## src/rtl/muldiv_pkg.sv

```systemverilog
// Shared types and constants for the HI/LO multiply/divide controller.
package muldiv_pkg;

    localparam int unsigned DATA_W = 32;
    localparam int unsigned OP_W   = 3;
    localparam int unsigned CNT_W  = 6;

    localparam int unsigned DEFAULT_DIV_LAT  = 34;
    localparam int unsigned DEFAULT_MULT_LAT = 33;

    localparam logic [OP_W-1:0] OP_NOP  = 3'd0;
    localparam logic [OP_W-1:0] OP_MULT = 3'd1;
    localparam logic [OP_W-1:0] OP_DIV  = 3'd2;
    localparam logic [OP_W-1:0] OP_MTHI = 3'd3;
    localparam logic [OP_W-1:0] OP_MTLO = 3'd4;

    typedef enum logic [1:0] {
        IDLE     = 2'd0,
        RUN_DIV  = 2'd1,
        RUN_MULT = 2'd2
    } muldiv_state_t;

endpackage

```

## src/rtl/muldiv_lat_counter.sv

```systemverilog
// Latency counter shared by the divide and multiply runs; flags when cnt reaches lat.
module muldiv_lat_counter
    import muldiv_pkg::*;
(
    input  logic             clk,
    input  logic             rst,
    input  logic             clr,
    input  logic             en,
    input  logic [CNT_W-1:0] lat,
    output logic             tc_c
);

    logic [CNT_W-1:0] cnt;

    // Clear on accept, count while a core is running.
    always_ff @(posedge clk) begin
        if (rst) begin
            cnt <= '0;
        end else if (clr) begin
            cnt <= '0;
        end else if (en) begin
            cnt <= cnt + CNT_W'(1);
        end
    end

    assign tc_c = (cnt == lat);

endmodule

```

## src/rtl/muldiv_ctrl.sv

```systemverilog
// Sequences the external multiply/divide cores and owns the HI/LO registers.
module muldiv_ctrl
    import muldiv_pkg::*;
#(
    parameter int unsigned DIV_LAT  = DEFAULT_DIV_LAT,
    parameter int unsigned MULT_LAT = DEFAULT_MULT_LAT
) (
    input  logic        clk,
    input  logic        rst,
    input  logic        op_valid,
    input  logic [2:0]  op,
    input  logic [31:0] rs_val,
    input  logic [31:0] rt_val,
    input  logic        flush,
    output logic        busy,
    output logic        done,
    output logic        div0_exc,
    output logic [31:0] hi,
    output logic [31:0] lo,
    output logic        div_start,
    output logic        mult_start,
    output logic [31:0] div_a,
    output logic [31:0] div_b,
    output logic [31:0] mult_a,
    output logic [31:0] mult_b,
    input  logic [31:0] div_high,
    input  logic [31:0] div_low,
    input  logic [31:0] mult_hi,
    input  logic [31:0] mult_lo
);

    muldiv_state_t     state_q, state_d;
    logic [DATA_W-1:0] hi_d, lo_d;
    logic [DATA_W-1:0] div_a_d, div_b_d, mult_a_d, mult_b_d;
    logic              done_d, div0_d, div_start_d, mult_start_d;
    logic              cnt_clr, cnt_en, tc_c;
    logic [CNT_W-1:0]  lat_c;

    // Terminal count depends on which core is running.
    assign lat_c = (state_q == RUN_MULT) ? CNT_W'(MULT_LAT) : CNT_W'(DIV_LAT);

    muldiv_lat_counter u_cnt (
        .clk  (clk),
        .rst  (rst),
        .clr  (cnt_clr),
        .en   (cnt_en),
        .lat  (lat_c),
        .tc_c (tc_c)
    );

    assign busy = (state_q != IDLE);

    // Next-state and next-output decode; flush outranks accept and completion.
    always_comb begin
        state_d      = state_q;
        hi_d         = hi;
        lo_d         = lo;
        div_a_d      = div_a;
        div_b_d      = div_b;
        mult_a_d     = mult_a;
        mult_b_d     = mult_b;
        done_d       = 1'b0;
        div0_d       = 1'b0;
        div_start_d  = 1'b0;
        mult_start_d = 1'b0;
        cnt_clr      = 1'b0;
        cnt_en       = 1'b0;

        case (state_q)
            IDLE: begin
                if (op_valid && !flush) begin
                    case (op)
                        OP_MULT: begin
                            mult_a_d     = rs_val;
                            mult_b_d     = rt_val;
                            mult_start_d = 1'b1;
                            cnt_clr      = 1'b1;
                            state_d      = RUN_MULT;
                        end
                        OP_DIV: begin
                            if (rt_val == '0) begin
                                div0_d = 1'b1;
                            end else begin
                                div_a_d     = rs_val;
                                div_b_d     = rt_val;
                                div_start_d = 1'b1;
                                cnt_clr     = 1'b1;
                                state_d     = RUN_DIV;
                            end
                        end
                        OP_MTHI: begin
                            hi_d   = rs_val;
                            done_d = 1'b1;
                        end
                        OP_MTLO: begin
                            lo_d   = rs_val;
                            done_d = 1'b1;
                        end
                        default: ;
                    endcase
                end
            end
            RUN_DIV, RUN_MULT: begin
                if (flush) begin
                    state_d = IDLE;
                end else begin
                    cnt_en = 1'b1;
                    if (tc_c) begin
                        hi_d    = (state_q == RUN_DIV) ? div_high : mult_hi;
                        lo_d    = (state_q == RUN_DIV) ? div_low  : mult_lo;
                        done_d  = 1'b1;
                        state_d = IDLE;
                    end
                end
            end
            default: state_d = IDLE;
        endcase
    end

    // State and output registers.
    always_ff @(posedge clk) begin
        if (rst) begin
            state_q    <= IDLE;
            hi         <= '0;
            lo         <= '0;
            div_a      <= '0;
            div_b      <= '0;
            mult_a     <= '0;
            mult_b     <= '0;
            done       <= 1'b0;
            div0_exc   <= 1'b0;
            div_start  <= 1'b0;
            mult_start <= 1'b0;
        end else begin
            state_q    <= state_d;
            hi         <= hi_d;
            lo         <= lo_d;
            div_a      <= div_a_d;
            div_b      <= div_b_d;
            mult_a     <= mult_a_d;
            mult_b     <= mult_b_d;
            done       <= done_d;
            div0_exc   <= div0_d;
            div_start  <= div_start_d;
            mult_start <= mult_start_d;
        end
    end

endmodule

```

## config.mk

```make
export PLATFORM = sky130hd
export DESIGN_NAME = muldiv_ctrl
export DESIGN_NICKNAME = d
export VERILOG_FILES = /design/src/rtl/muldiv_pkg.sv /design/src/rtl/muldiv_lat_counter.sv /design/src/rtl/muldiv_ctrl.sv
export SDC_FILE = /design/constraint.sdc
export NUM_CORES = 1
export LEC_CHECK = 0
export ABC_CLOCK_PERIOD_IN_PS = 2850
export CAP_MARGIN = 30
export CORE_AREA = 4 4 151 153
export DETAILED_ROUTE_END_ITERATION = 8
export DIE_AREA = 0 0 155 157
export GPL_ROUTABILITY_DRIVEN = 0
export GPL_TIMING_DRIVEN = 0
export PLACE_DENSITY_LB_ADDON = 0.2
export SYNTH_ARGS = -nofsm -noshare
export SYNTH_HDL_FRONTEND = slang
export SYNTH_SLANG_ARGS = --single-unit
```

## constraint.sdc

```tcl
create_clock -name clk -period 2.85 [get_ports clk]
set_input_delay 0.7125 -clock clk [delete_from_list [all_inputs] [get_ports clk]]
set_output_delay 0.7125 -clock clk [all_outputs]
set_load 0.005 [all_outputs]
```

==> impl_metrics.yaml, run 1 <==
clocking:
  postCtsResizedCells: 0
  cts_max_level: 1
  path_clk_slew_ns: 0.06
  cts_max_path_buffers: 3
  number_of_post_cts_setup_repair_buffers: 0
  clock_sink_count: 204
  clockRootBuffer: "sky130_fd_sc_hd__clkbuf_16"
  tritoncts.num_buffers: 23
  tritoncts: "done"
  hold_buffer_count_at_cts: 0
  clock_insertion_delay_worst_skew_ns: 0.50
yosys:
  postSynthCellCount: 962
  edff_count_synth: 0
  synth_sequential_area_ratio: 0.494
  synth_cell_types: 36
  synth-main-ff-cell: "sky130_fd_sc_hd__dfxtp_1"
  synth.cell_area_sq_um: 8270
  postSynthNetCount: 1166
  share_of_synthesized_registers_carrying_an_async_set_or_reset: 0
  ys_seq_elements: 204
  yosys_warnings: 0
  average_instance_area_after_synthesis_sq_um: 8.60
grt:
  grt_start_max_net_pins: 15
  grt_util_all_layers: 0.249
  number_of_antenna_violations_at_the_first_check_in_global_routing: 0
  grt_pass1_vias: 8425
  globalRouteOverflowTotal: 0
  grt_first_pass_wirelength_mm: 47.7
floorplanning:
  fp.coreArea_sq_um: 21600
  die_area_sq_um: 24300
  fp.dieW_um: 155
  die_h_um: 157
  start_util: 0.384
  floorplan.rows: 54
  io_pins: 396
final_layout:
  utilization: 0.619
  finish.net_count: 1584
  synth_to_final_area_change_pct: 61.2
  drive_gt1_frac: 0.0624
  most-common-layout-cells: "sky130_fd_sc_hd__clkdlybuf4s50_1 (393), sky130_fd_sc_hd__nand2_1 (259), sky130_fd_sc_hd__dfxtp_1 (204)"
  seq_area_sq_um: 4080
  fillCellCount: 1905
  multi_input_comb_area_sq_um: 3770
  num_antenna_cells: 0
  layout.cells.most_common: "sky130_fd_sc_hd__clkdlybuf4s50_1"
  finish.instance_area_sq_um: 13300
  finish.cell_count_without_fillers: 1675
pwr:
  pwr-share-clk: 0.365
  worst_vdd_ir_mv: 0.308
  internal-power_mw: 5.92
  total_switching_power_mw: 2.50
  power_density_nw_per_um2: 631
  netSwitchingFraction: 0.297
  power.sequential.fraction: 0.373
  post-layout-total-power_mw: 8.42
  power.static_leakage_nw: 4.72
  pwr-share-comb: 0.261
detailed_routing:
  final_antenna_net_count: 0
  totalWireLength_mm: 32.1
  drt_first_iter_violations: 363
  vias: 8504
  viasPerCell: 5.08
  residual_drc_count: 0
  wl_per_cell_um: 19.2
  drt-pass1-iter-count: 5
worst_setup_path:
  timing.critical_path.to_type: "primary output"
  worst-path-max-fanout: 7
  cp_slowest_stage_delay_ns: 0.55
  slowest_stage: "sky130_fd_sc_hd__clkdlybuf4s50_1"
  worstSetupPathType: "reg -> out"
  cp.arrival_ns: 1.90
  required_ns: 2.14
  crit_path_start_kind: "flop"
  timing.critical_path.cells: "inv_1, ha_1, inv_2, clkdlybuf4s50_1"
timing:
  grt_setup_unrepaired: "false"
  timing.final.hold_violations: 0
  timing.final.crit_period_ns: 2.61
  setup_viol: 0
  finalWorstSetupSlack_ns: 0.239
  timing_max_transition_violations_final: 0
  max_freq_mhz: 383
  finalCritPeriodShare: 0.916
  hold-worst-slack_ns: 0.453
  remaining_max_slew_budget_at_the_tightest_pin: 0.550
  timing.clock.skew_ns: 0.0134
  worst_slew_pin_slew_ns: 0.675
  totalNegativeSetupSlack_ns: 0
placement:
  placedCellCount: 1635
  standard_cell_area_after_detailed_placement_sq_um: 12600
  place_hpwl_mm: 25.3
  count_of_input_and_output_buffers: 393
  detailedPlace.worstSlack_ns: -0.213
status:
  status: "complete, no violations"
min_path:
  min_delay_path_class: "reg -> reg"
flow_run:
  max_cap_violations: 0
-- cell families (layout without fill, tap and decap cells) --
logic type	after synthesis	after routing	share of synthesized area
AOI/OAI and AO/OA	271	271	0.200
xor gates and xnor gates	6	6	0.00635
buffers and inverters	79	512	0.0502
muxes	65	65	0.0788
adders and majority gates	5	5	0.00756
and+or+nand+nor	332	332	0.163
DFF	204	204	0.494
-- synth_stat cells (all sizes together), types with 4 or more instances --
master  count  share of area
nor4        9         0.0068
nand2     259           0.12
ha          5         0.0076
nor2b       5         0.0038
mux2i      64          0.077
nand4       4         0.0030
buf        43          0.034
nor2       38          0.017
clkbuf     33          0.015
dfxtp     204           0.49
a22o       66          0.070
and3        7         0.0053
a21oi     195           0.12
-- layout make-up --
cell class,instances,area share
multi-input cells,679,0.283
well taps,280,0.0263
repair buffers,393,0.295
flip-flops and latches,204,0.306
clock inverters,12,0.0129
clock buffers,28,0.0453
plain buffers,76,0.0303
inverters,3,0.000844
-- worst max-delay path, delay by kind of cell (launching register included) --
| family | cells | cell delay [ns] |
|---|---|---|
| adder cells (fa/ha/maj) | 1 | 0.29 |
| buffers and inverters | 3 | 0.75 |
| flip-flops | 1 | 0.36 |
-- per-layer routing --
metal  track usage  routed length [um]
met3        0.0621                2550
met5             0                   0
met2         0.426               15400
met1         0.301               12800
met4         0.102                1320
-- flip-flops by register name, indices dropped and copies added (netlist names) --
name / flops
div_a: 32
div_start: 1
hi: 32
div_b: 32
done: 1
div0_exc: 1
state_q: 2
u_cnt.cnt: 6
mult_start: 1
lo: 32
mult_b: 32
mult_a: 32
-- power by group through the flow --
stage | clock, mW | combinational (mW) | sequential [mW]
2_1_floorplan | 0 | 1.09 | 3.20
3_3_place_gp | 0 | 2.18 | 3.19
3_5_place_dp | 0 | 2.19 | 3.20
4_1_cts | 3.12 | 2.20 | 3.14
5_1_grt | 3.25 | 2.38 | 3.16
6_report | 3.07 | 2.20 | 3.14
-- path summary, 6_finish.rpt --
kind | end | slack (ns) | start | cells past startpoint
worst max register to register | lo[19] | 0.43 | state_q[0] | 8
worst min-delay path | hi[21] | 0.45 | hi[21] | 2
worst max-delay path | busy | 0.24 | state_q[0] | 4
worst min register to register | hi[21] | 0.45 | hi[21] | 2
Note: power is estimated with default switching activity, not from simulation.
==> inputs of run 2 (changes only) <==
--- a/config.mk
+++ b/config.mk
@@ -6,7 +6,7 @@
 export NUM_CORES = 1
 export LEC_CHECK = 0
 export ABC_CLOCK_PERIOD_IN_PS = 2850
-export CAP_MARGIN = 30
+export CAP_MARGIN = 40
 export CORE_AREA = 4 4 151 153
 export DETAILED_ROUTE_END_ITERATION = 8
 export DIE_AREA = 0 0 155 157
==> results of run 2 <==
No change in the layout: final DEF, timing and power equal those of run 1.
